$ cat src/rtl/ddr_serialiser.sv
// ----------------------------------------------------------------------------
// ddr_serialiser
//
// Purpose:
//   Turns a stream of W-bit parallel words into two bits per clock
//   (d_rise, d_fall) for the DDR output pad stage. That stage emits d_rise
//   in the high half of clk and d_fall in the low half.
//
//   A one-word holding buffer sits in front of the shift register. The next
//   word can therefore be captured while the current word is still being
//   shifted out. Words stream without gaps at W/2 clocks per word, as long
//   as the producer keeps up. While nothing is being shifted, both outputs
//   sit at IDLE_LEVEL.
//
// Parameters:
//   W          word width; even, >= 2
//   MSB_FIRST  1: bit W-1 goes out first (on d_rise); 0: bit 0 goes out first
//   IDLE_LEVEL level driven on d_rise/d_fall while the shifter is idle
//
// Ports:
//   clk       clock; also clocks the DDR output stage
//   rst_n     asynchronous, active-low reset
//   in_data   word to serialise
//   in_valid  in_data is valid
//   in_ready  word is taken on a rising edge where in_valid && in_ready
//   d_rise    bit for the next rising-edge half-cycle
//   d_fall    bit for the following falling-edge half-cycle
//   active    shift register holds a word that is being sent
//   underrun  one-cycle pulse: the shifter went idle because no word was held
// ----------------------------------------------------------------------------
module ddr_serialiser #(
    parameter int unsigned W          = 8,
    parameter bit          MSB_FIRST  = 1'b1,
    parameter logic        IDLE_LEVEL = 1'b0
) (
    input  logic         clk,
    input  logic         rst_n,
    input  logic [W-1:0] in_data,
    input  logic         in_valid,
    output logic         in_ready,
    output logic         d_rise,
    output logic         d_fall,
    output logic         active,
    output logic         underrun
);

    // ------------------------------------------------------------------------
    // Derived constants
    // ------------------------------------------------------------------------
    localparam int unsigned HALF_W = W / 2;
    // The pair counter needs at least one bit, even when a word is a single pair.
    localparam int unsigned CNT_W  = (HALF_W > 1) ? $clog2(HALF_W) : 1;
    localparam logic [CNT_W-1:0] CNT_LAST = CNT_W'(HALF_W - 1);
    localparam logic [CNT_W-1:0] CNT_ONE  = CNT_W'(1);
    localparam logic [CNT_W-1:0] CNT_ZERO = {CNT_W{1'b0}};
    localparam logic [W-1:0]     WORD_ZERO = {W{1'b0}};

    // ------------------------------------------------------------------------
    // State registers
    // ------------------------------------------------------------------------
    logic [W-1:0]     hold_r;
    logic             hold_valid_r;
    logic [W-1:0]     sr_r;
    logic             busy_r;
    logic [CNT_W-1:0] cnt_r;
    logic             underrun_r;

    // ------------------------------------------------------------------------
    // Next-state values and decoded control
    // ------------------------------------------------------------------------
    logic [W-1:0]     hold_nxt_s;
    logic             hold_valid_nxt_s;
    logic [W-1:0]     sr_nxt_s;
    logic             busy_nxt_s;
    logic [CNT_W-1:0] cnt_nxt_s;
    logic             underrun_nxt_s;

    logic             last_s;      // shifter is presenting the final pair of its word
    logic             load_s;      // held word moves into the shifter this edge
    logic             accept_s;    // producer handshake completes this edge
    logic             in_ready_s;
    logic [W-1:0]     sr_shift_s;  // shift register advanced by one pair

    // ------------------------------------------------------------------------
    // Pair shift.
    // The bits already sent are dropped at the output end and zeros are
    // filled in at the other end. For W == 2 a word is a single pair, so
    // advancing by one pair always empties the register.
    // ------------------------------------------------------------------------
    generate
        if (W == 2) begin : g_shift_single_pair
            assign sr_shift_s = WORD_ZERO;
        end else if (MSB_FIRST) begin : g_shift_msb
            assign sr_shift_s = {sr_r[W-3:0], 2'b00};
        end else begin : g_shift_lsb
            assign sr_shift_s = {2'b00, sr_r[W-1:2]};
        end
    endgenerate

    // Control decode. This logic looks only at registered state, so in_ready
    // never depends on in_valid and there is no combinational handshake loop.
    always_comb begin
        last_s     = busy_r && (cnt_r == CNT_LAST);
        load_s     = hold_valid_r && (!busy_r || last_s);
        in_ready_s = !hold_valid_r || load_s;
        accept_s   = in_valid && in_ready_s;
    end

    // State register: async reset discards any partial word and any held word.
    always_ff @(posedge clk or negedge rst_n) begin
        if (!rst_n) begin
            hold_r       <= WORD_ZERO;
            hold_valid_r <= 1'b0;
            sr_r         <= WORD_ZERO;
            busy_r       <= 1'b0;
            cnt_r        <= CNT_ZERO;
            underrun_r   <= 1'b0;
        end else begin
            hold_r       <= hold_nxt_s;
            hold_valid_r <= hold_valid_nxt_s;
            sr_r         <= sr_nxt_s;
            busy_r       <= busy_nxt_s;
            cnt_r        <= cnt_nxt_s;
            underrun_r   <= underrun_nxt_s;
        end
    end

    // Next-state logic for the shifter, the holding buffer and the underrun flag.
    always_comb begin
        // Shifter: a load takes priority. When the last pair of a word is
        // shown and a word is held, that word takes over on the very next
        // cycle. This is what removes any gap between words.
        sr_nxt_s   = sr_r;
        busy_nxt_s = busy_r;
        cnt_nxt_s  = cnt_r;
        if (load_s) begin
            sr_nxt_s   = hold_r;
            cnt_nxt_s  = CNT_ZERO;
            busy_nxt_s = 1'b1;
        end else if (busy_r) begin
            sr_nxt_s  = sr_shift_s;
            cnt_nxt_s = cnt_r + CNT_ONE;
            if (last_s) begin
                busy_nxt_s = 1'b0;
            end else begin
                busy_nxt_s = 1'b1;
            end
        end else begin
            sr_nxt_s   = sr_r;
            cnt_nxt_s  = cnt_r;
            busy_nxt_s = 1'b0;
        end

        // Holding buffer. When a word is accepted in the same edge as a load,
        // the new word overwrites the one that just moved into the shifter,
        // so hold_valid stays set.
        hold_nxt_s       = hold_r;
        hold_valid_nxt_s = hold_valid_r;
        if (accept_s) begin
            hold_nxt_s       = in_data;
            hold_valid_nxt_s = 1'b1;
        end else if (load_s) begin
            hold_nxt_s       = hold_r;
            hold_valid_nxt_s = 1'b0;
        end else begin
            hold_nxt_s       = hold_r;
            hold_valid_nxt_s = hold_valid_r;
        end

        // The shifter is about to fall idle with nothing waiting to replace it.
        underrun_nxt_s = last_s && !hold_valid_r;
    end

    // Output decode. Every output comes from registered state; nothing passes
    // straight from an input to an output.
    always_comb begin
        in_ready = in_ready_s;
        active   = busy_r;
        underrun = underrun_r;
        d_rise   = IDLE_LEVEL;
        d_fall   = IDLE_LEVEL;
        if (!busy_r) begin
            d_rise = IDLE_LEVEL;
            d_fall = IDLE_LEVEL;
        end else if (MSB_FIRST) begin
            d_rise = sr_r[W-1];
            d_fall = sr_r[W-2];
        end else begin
            d_rise = sr_r[0];
            d_fall = sr_r[1];
        end
    end

endmodule

$ cat config.mk
export PLATFORM = sky130hd
export DESIGN_NAME = ddr_serialiser
export DESIGN_NICKNAME = d
export VERILOG_FILES = /design/src/rtl/ddr_serialiser.sv
export SDC_FILE = /design/constraint.sdc
export NUM_CORES = 1
export LEC_CHECK = 0
export ABC_AREA = 1
export BUFFER_PORTS_ARGS = -buffer_cell sky130_fd_sc_hd__buf_2
export CAP_MARGIN = 20
export CORE_MARGIN = 3
export CORE_UTILIZATION = 55
export CTS_CLUSTER_DIAMETER = 120
export DETAILED_ROUTE_END_ITERATION = 8
export PLACE_DENSITY = 0.85
export SLEW_MARGIN = 25
export SYNTH_ARGS = -nofsm -noshare
export SYNTH_HDL_FRONTEND = slang
export SYNTH_SLANG_ARGS = --single-unit
$ cat constraint.sdc
create_clock -name clk -period 3.14 [get_ports clk]
set_clock_uncertainty 0.05 [all_clocks]
set_input_delay 0.471 -clock clk [delete_from_list [all_inputs] [get_ports clk]]
set_output_delay 0.471 -clock clk [all_outputs]
set_load 0.01 [all_outputs]
==> results of run 1 <==
[synth_stat cells]
library cell  instances  area, um^2
dfrtp_1              21         526
xnor2_1               1        8.76
ha_1                  1        12.5
nor3_1                1        5.00
nor2_1                1        3.75
nor2_4                1        11.3
nand3_2               1        10.0
buf_6                 2        22.5
nand2_2               3        18.8
a21oi_4               1        16.3
nand3_1              21         105
buf_4                 1        7.51
inv_1                 4        15.0
nand2_1              40         150
buf_2                 1        5.00
inv_2                 3        11.3
[critical path, cell delays in order, from the launching register on]
cell     delay (ns)
dfrtp_1        0.66
nand3_2        0.30
buf_2          0.22
[metrics by stage]
stage,total power [mW],std cells,util [%],cell area [um^2]
4_1_cts,0.981,134,65.8,1010
5_1_grt,1.06,134,65.8,1010
3_3_place_gp,0.836,130,64.1,988
3_5_place_dp,0.857,130,64.1,988
6_report,0.967,134,65.8,1010
2_1_floorplan,0.791,103,-,928
[layout make-up]
type	instances	area (um^2)	area share [%]
Clock buffer	4	26.3	2.59
Inverter	7	26.3	2.59
Multi-Input combinational cell	71	342	33.7
Sequential cell	21	526	51.8
Tap cell	16	20.0	1.97
Timing Repair Buffer	15	75.1	7.40
[kinds of logic (layout without fill, tap and decap cells)]
| group | Yosys count | count (layout) | synth area share (%) |
|---|---|---|---|
| buf+inv | 11 | 26 | 6.60 |
| xor+xnor | 1 | 1 | 0.944 |
| flops | 21 | 21 | 56.6 |
| fa+ha+maj | 1 | 1 | 1.35 |
| simple gates | 68 | 68 | 32.7 |
| compound gates | 1 | 1 | 1.75 |
[layout by cell type, fill, tap and decap left out]
| cell | netlist | final |
|---|---|---|
| nand2_2 | 3 | 3 |
| dfrtp_1 | 21 | 21 |
| ha_1 | 1 | 1 |
| nand3_1 | 21 | 21 |
| xnor2_1 | 1 | 1 |
| nor2_4 | 1 | 1 |
| inv_1 | 4 | 4 |
| clkbuf_1 | 0 | 1 |
| nand3_2 | 1 | 1 |
| a21oi_4 | 1 | 1 |
| nor3_1 | 1 | 1 |
| inv_2 | 3 | 3 |
| nand2_1 | 40 | 40 |
| nor2_1 | 1 | 1 |
| clkbuf_4 | 0 | 3 |
| buf_2 | 1 | 15 |
[where the power goes]
group | internal (mW) | switching [mW] | total (mW) | leakage, nW
clock network | 0.0493 | 0.0730 | 0.122 | 0.0150
registers | 0.380 | 0.0983 | 0.479 | 0.265
logic | 0.139 | 0.227 | 0.366 | 0.284
[registers in the layout, indices dropped and copies added, names as in the netlist]
signal	flops
hold_r	8
active	1
hold_valid_r	1
cnt_r	2
sr_r	8
underrun	1
[layer usage]
layer | track usage (%) | vias up | wire length, um
li1 | - | 355 | -
met1 | 21.5 | 309 | 701
met2 | 26.8 | 16 | 731
met3 | 4.60 | 0 | 87
met4 | 4.97 | 0 | 0
met5 | 0 | - | 0
[worst min path at each step]
stage / startpoint / slack, ns / cells past startpoint / to
global placement: rst_n / 0.39 / 1 / active
CTS: rst_n / 0.07 / 1 / sr_r[7]
global route: rst_n / 0.07 / 1 / sr_r[7]
detailed placement: rst_n / 0.39 / 1 / sr_r[7]
finish: rst_n / 0.06 / 1 / sr_r[7]
floorplan: rst_n / 0.13 / 0 / active
==> impl_metrics.yaml, run 1 <==
finish:
  antenna_cells: 0
  final_nets: 131
  area_growth_pct: 9.30
  fill_cells: 140
  layout-drive-gt1-share_pct: 22.9
floorplan:
  core_area_um2: 1540
  die_h_um: 47.1
  fp-row-count: 14
  initial_utilization_pct: 60.2
  die_area_um2: 2220
  die_w_um: 47.1
  ios: 16
clocking:
  clkLatencyLatePin_ns: 0.29
  cts_tree: "yes"
  cts_resized: 0
  cts_sinks: 21
  ctsHoldBuffers: 0
  postCtsSetupRepairBufs: 0
  numCtsBuffers: 3
  cts_buffer_depth: 2
  clk_pin_slew_ns: 0.11
  root_buffer: "clkbuf_4"
  htree_levels: 1
routing:
  drt-total-wl_mm: 1.52
  drc: 0
  dr_total_vias: 680
  viasPerCell: 5.07
  drt_iter0_drc: 10
  wire_per_inst_um: 11.3
  antenna_left: 0
  drtPass1Iterations: 4
worst_setup_path:
  r2r-start: "hold_valid_r"
  arrival_ns: 1.48
  rrSetupSlack_ns: 1.72
  cp-end-kind: "output port"
  reg2reg_depth: 4
  startpoint_type: "flop"
  r2r-end: "hold_r[2]"
  critPathLaunch: "hold_valid_r"
  cp-endpoint: "in_ready"
  crit_type: "reg2out"
  crit_fanout: 12
  crit_required_ns: 2.62
grt:
  antenna_found_initial: 0
  grt_pass1_wl_mm: 2.53
  grt_usage_pct: 16.5
  grt_pass1_vias: 588
  grt_overflow_total: 0
  grt_max_degree: 22
place:
  dpl_worst_slack_ns: 1.47
  dp_hpwl_mm: 1.18
  port-buffer-count: 15
  gp_congestion: 0.757
logic_synthesis:
  ys_types: 16
  synth_nets: 115
  netlist_area_um2: 928
  ys_seq_area_share_pct: 56.6
  postSynthCellCount: 103
  yosysWarnings: 0
  avgSynthCellArea_um2: 9.01
  ys_seq_elements: 21
timing:
  drv_slew: 0
  min_period_over_period_pct: 63.6
  setup_ws_ns: 1.14
  max_slew.worst_pin.slew_ns: 0.485
  period_needed_ns: 2.00
  finalSetupTns_ns: 0
  rsz0062_at_grt: "no"
  slew_headroom_pct: 67.6
  timing.fmax_mhz: 501
  finalSetupViolations: 0
  final-hold-violation-count: 0
  whs_ns: 0.0603
worst_hold_path:
  worst_hold_path_type: "in2async"
power_and_ir_drop:
  ir_drop_mv: 0.494
  total_leakage_power_nw: 0.564
  power_density_nw_per_um2: 953
run_status:
  status: "completed"
job:
  drv_cap: 0
Power figures use the tool's default switching activity.
==> run 2: changes to the inputs <==
Settings changed: CORE_UTILIZATION 55 to 48, PLACE_DENSITY 0.85 to 0.8.
Clock period 3.14 ns to 1.8 ns, I/O delays scaled along.
==> impl_metrics.yaml, run 2 (synthesis results as in run 1) <==
run_status:
  status: "completed"
worst_setup_path:
  critPathLaunch: "cnt_r[0]"
  crit_required_ns: 1.48
  startpoint_type: "flop"
  critical_path.slowest_cell: "dfrtp_1"
  cpPeakStageDelay_ns: 0.40
  crit_fanout: 11
  cp-end-kind: "output port"
  crit_chain: "ha_1, inv_2, nand3_4, buf_2"
  r2r-start: "cnt_r[0]"
  arrival_ns: 1.38
  crit_type: "reg2out"
finish:
  antenna_cells: 0
  multi_input_area_um2: 349
  fin_area_um2: 1050
  final_nets: 133
  fill_cells: 171
  layout-drive-gt1-share_pct: 24.2
  final_cell_mix: "40 x nand2_1, 21 x nand3_1, 21 x dfrtp_1"
  regArea_um2: 526
  top_regs: "hold_r (8), sr_r (8), cnt_r (2)"
  area_growth_pct: 13.3
  final_common_cell: "nand2_1"
timing:
  slew_headroom_pct: 69.4
  max_slew.worst_pin.slew_ns: 0.459
  finalSetupViolations: 0
  timing.fmax_mhz: 589
  drv_slew: 0
  rsz0062_at_grt: "no"
  min_period_over_period_pct: 94.4
  final-hold-violation-count: 0
  period_needed_ns: 1.70
  setup_ws_ns: 0.101
  finalSetupTns_ns: 0
clocking:
  htree_levels: 1
  numCtsBuffers: 3
  root_buffer: "clkbuf_4"
  clkLatencyLatePin_ns: 0.30
  cts_buffer_depth: 2
  cts_sinks: 21
  clk_pin_slew_ns: 0.12
  cts_tree: "yes"
place:
  port-buffer-count: 15
  gp_congestion: 0.736
  dp_hpwl_mm: 1.19
  placed_area_um2: 1010
  dpl_worst_slack_ns: 0.362
routing:
  drt-total-wl_mm: 1.56
  viasPerCell: 4.80
  antenna_left: 0
  drc: 0
  drt_iter0_drc: 11
  dr_total_vias: 696
  drtPass1Iterations: 3
  wire_per_inst_um: 10.8
grt:
  grt_pass1_wl_mm: 2.76
  grt_usage_pct: 14.5
  antenna_found_initial: 0
  grt_max_degree: 22
  grt_overflow_total: 0
  grt_pass1_vias: 626
worst_hold_path:
  worst_hold_path_type: "in2reg"
  min-delay-start: "in_data[2]"
floorplan:
  ios: 16
  core_area_um2: 1780
  die_h_um: 50.0
  die_area_um2: 2500
  die_w_um: 50.0
  fp-row-count: 15
  initial_utilization_pct: 52.1
power_and_ir_drop:
  ir_drop_mv: 0.804
  total_leakage_power_nw: 0.576
  power_density_nw_per_um2: 1650
job:
  drv_cap: 0
[run 2: cell types whose count changed in the layout (fill, tap and decap cells not counted)]
| cell | delta |
|---|---|
| buf_4 | +1 |
| clkbuf_1 | -1 |
| clkinv_2 | +1 |
| dlygate4sd3_1 | +1 |
| nand3_2 | -1 |
| nand3_4 | +1 |
[run 2: final timing paths]
check,end,slack (ns),depth (start not counted)
hold / removal,hold_r[2],0.14,3
setup / recovery,in_ready,0.10,4
min in group asynchronous,sr_r[5],0.38,2
max in group asynchronous,hold_valid_r,0.99,2
hold reg to reg,hold_r[1],0.44,2
setup reg to reg,hold_r[6],0.48,6
[run 2: worst max-delay path, delay by kind of cell, from the launching register on]
family / cells / cell delay, ns
adders and majority gates: 1 / 0.25
buffers and inverters: 2 / 0.29
DFF: 1 / 0.40
and+or+nand+nor: 1 / 0.13
[run 2: per-stage QoR]
step	hold slack [ns]	utilization, %	power [mW]	cells
3_3_place_gp	0.193	56.5	1.48	140
6_report	0.141	59.0	1.74	145
5_1_grt	0.141	59.0	1.90	145
2_1_floorplan	-0.0756	-	1.38	103
4_1_cts	0.141	58.6	1.74	145
3_5_place_dp	0.198	56.5	1.52	140
[run 2: area by class of cell]
type	instances	share of cell area (%)
clock buffers	3	2.14
clock inverters	1	0.476
inverters	7	2.50
multi-input cells	71	33.2
flip-flops and latches	21	49.9
well taps	25	2.97
repair buffers	17	8.80
[run 2: power by group]
group / leakage [nW] / total, mW / switching, mW / internal, mW
logic: 0.294 / 0.729 / 0.459 / 0.270
registers: 0.265 / 0.790 / 0.126 / 0.663
clock network: 0.0177 / 0.223 / 0.140 / 0.0828
total: 0.576 / 1.74 / 0.725 / 1.02
[run 2: layer usage]
layer	GRT usage (%)	vias up	wire length (um)	part of all wire, %
met5	0	-	0	0
met4	4.15	0	16	1.0
met3	3.63	2	89	5.7
met2	22.2	18	701	45
met1	20.2	316	754	48
li1	-	360	-	-
[run 2: what timing repair did]
item | CTS | global route
endpoints found under the setup margin | 0 | 1
endpoints found under the hold margin | 21 | 0
hold buffers | 1 | 0
resized for setup | 0 | 1
buffers inserted | 0 | 0
==> run 3: changes to the inputs <==
Settings changed: ABC_AREA 1 to unset, SKIP_LAST_GASP set to 1, SLEW_MARGIN 25 to 20.
==> impl_metrics.yaml, run 3 <==
worst_setup_path:
  path_depth: 3
  rrSetupSlack_ns: 0.20
  arrival_ns: 1.32
  reg2reg_depth: 3
  critPathLaunch: "cnt_r[0]"
  crit_fanout: 3
  cp-end-kind: "output port"
  critical_path.slowest_cell: "dfrtp_1"
  r2r-start: "cnt_r[0]"
  r2r-end: "sr_r[1]"
  crit_required_ns: 1.48
  cp_top_family: "flip-flops"
  startpoint_type: "flop"
  crit_type: "reg2out"
  crit_buf_inv: 1
  crit_chain: "ha_1, nand3b_1, buf_2"
  cp-endpoint: "in_ready"
  cpPeakStageDelay_ns: 0.42
clocking:
  root_buffer: "clkbuf_4"
  numCtsBuffers: 3
  clk_pin_slew_ns: 0.11
  clkLatencyLatePin_ns: 0.30
  cts_sinks: 21
  cts_tree: "yes"
  ctsHoldBuffers: 1
  cts_resized: 0
  postCtsSetupRepairBufs: 0
  htree_levels: 1
  cts_buffer_depth: 2
grt:
  grt_use_met1_pct: 15.3
  met2_usage_pct: 23.0
  antenna_found_initial: 0
  grt_max_degree: 22
  grt_overflow_total: 0
  grt_usage_pct: 13.7
  grt_pass1_vias: 657
  top_usage_layer: "met2"
  grt_pass1_wl_mm: 2.59
  met3_usage_pct: 2.37
floorplan:
  die_h_um: 50.2
  core_area_um2: 1780
  die_w_um: 50.2
  fp-row-count: 15
  die_area_um2: 2520
  initial_utilization_pct: 52.6
  ios: 16
finish:
  antenna_cells: 0
  final_cell_mix: "21 x dfrtp_1, 15 x buf_2, 14 x mux2_2"
  final_common_cell: "dfrtp_1"
  final_nets: 106
  layout-drive-gt1-share_pct: 37.6
  top_regs: "hold_r (8), sr_r (8), cnt_r (2)"
  fin_area_um2: 1060
  area_growth_pct: 13.5
place:
  port-buffer-count: 15
  dp_hpwl_mm: 1.08
  gp_congestion: 0.744
  placed_area_um2: 1030
timing:
  final-hold-violation-count: 0
  drv_slew: 0
  slew_headroom_pct: 60.8
  min_period_over_period_pct: 91.1
  finalSetupTns_ns: 0
  timing.fmax_mhz: 610
  max_slew.worst_pin.slew_ns: 0.588
  finalSetupViolations: 0
  rsz0062_at_grt: "no"
  period_needed_ns: 1.64
logic_synthesis:
  synth_edf_count: 0
  netlist_area_um2: 937
  synthArstFlopShare_pct: 100
  yosysTopAreaCellShare_pct: 56.1
  yosysWarnings: 0
  synth_nets: 88
  synth.top_cells.by_count: "21 x dfrtp_1, 14 x mux2_2, 8 x o22ai_1"
  ys_seq_elements: 21
  postSynthCellCount: 76
  yosysMostFrequentCell: "dfrtp_1"
  yosys-top-cells-area: "dfrtp_1 56%, mux2_2 17%, o22ai_1 5.3%"
  ys_seq_area_share_pct: 56.1
  ys_types: 18
  synth_flop_cell: "dfrtp_1"
  avgSynthCellArea_um2: 12.3
  yosys.area.top_type: "dfrtp_1"
job:
  drv_cap: 0
power_and_ir_drop:
  total_leakage_power_nw: 0.509
  ir_drop_mv: 1.03
  power_density_nw_per_um2: 1690
routing:
  wire_per_inst_um: 12.7
  dr_total_vias: 617
  drtPass1Iterations: 4
  drc: 0
  viasPerCell: 5.23
  antenna_left: 0
  drt-total-wl_mm: 1.50
  drt_iter0_drc: 1
run_status:
  status: "completed"
worst_hold_path:
  worst_hold_path_type: "in2reg"
  min-delay-start: "in_valid"
  holdPathStages: 2
[run 3: changes by cell type in the layout (fill, tap and decap cells not counted), moves of 2 or more]
cell / change
a31oi_1: +6
a32o_1: +2
and2_1: +2
inv_1: +3
inv_2: -3
mux2_2: +14
nand2_1: -39
nand2_2: -2
nand2b_1: +2
nand3_1: -21
o22ai_1: +8
[run 3: through the flow]
| stage | hold slack, ns | util, % | instances | power (mW) | setup WS [ns] |
|---|---|---|---|---|---|
| finish | 0.119 | 59.6 | 118 | 1.79 | 0.161 |
| floorplan | -0.0756 | - | 76 | 1.42 | 0.251 |
| global route | 0.115 | 59.6 | 118 | 1.95 | 0.0606 |
| detailed placement | 0.191 | 57.6 | 113 | 1.60 | 0.205 |
| CTS | 0.113 | 59.6 | 118 | 1.82 | 0.146 |
| global placement | 0.192 | 57.6 | 113 | 1.55 | 0.262 |
[run 3: cell type report]
class / count / area (um^2)
Fill cell: 163 / 719
Sequential cell: 21 / 526
Multi-Input combinational cell: 43 / 354
Timing Repair Buffer: 18 / 100
Tap cell: 25 / 31.3
Clock buffer: 4 / 26.3
Inverter: 7 / 26.3
[run 3: worst min path at each step]
stage,end,slack [ns]
floorplan,active,-0.08
global placement,hold_valid_r,0.19
detailed placement,hold_valid_r,0.19
CTS,hold_valid_r,0.11
global route,hold_valid_r,0.12
finish,hold_valid_r,0.12
[run 3: cells by family (layout without fill, tap and decap cells)]
logic type	after synthesis	count (layout)	share of synthesized area (%)
DFF	21	21	56.1
AOI/OAI and AO/OA	16	16	11.5
muxes	15	15	17.9
buffers and inverters	12	29	6.14
and+or+nand+nor	10	10	6.14
adders and majority gates	1	1	1.33
xor gates and xnor gates	1	1	0.935
[run 3: report_power, final]
part	total [mW]	switching, mW	internal [mW]
clock network	0.221	0.134	0.0865
registers	0.819	0.129	0.690
logic	0.755	0.349	0.406
total	1.79	0.613	1.18
[run 3: per-layer routing]
metal | vias to the layer above | part of all wire, %
met5 | - | 0
met4 | 0 | 3.1
met3 | 5 | 4.3
met2 | 19 | 49
met1 | 288 | 43
li1 | 305 | -
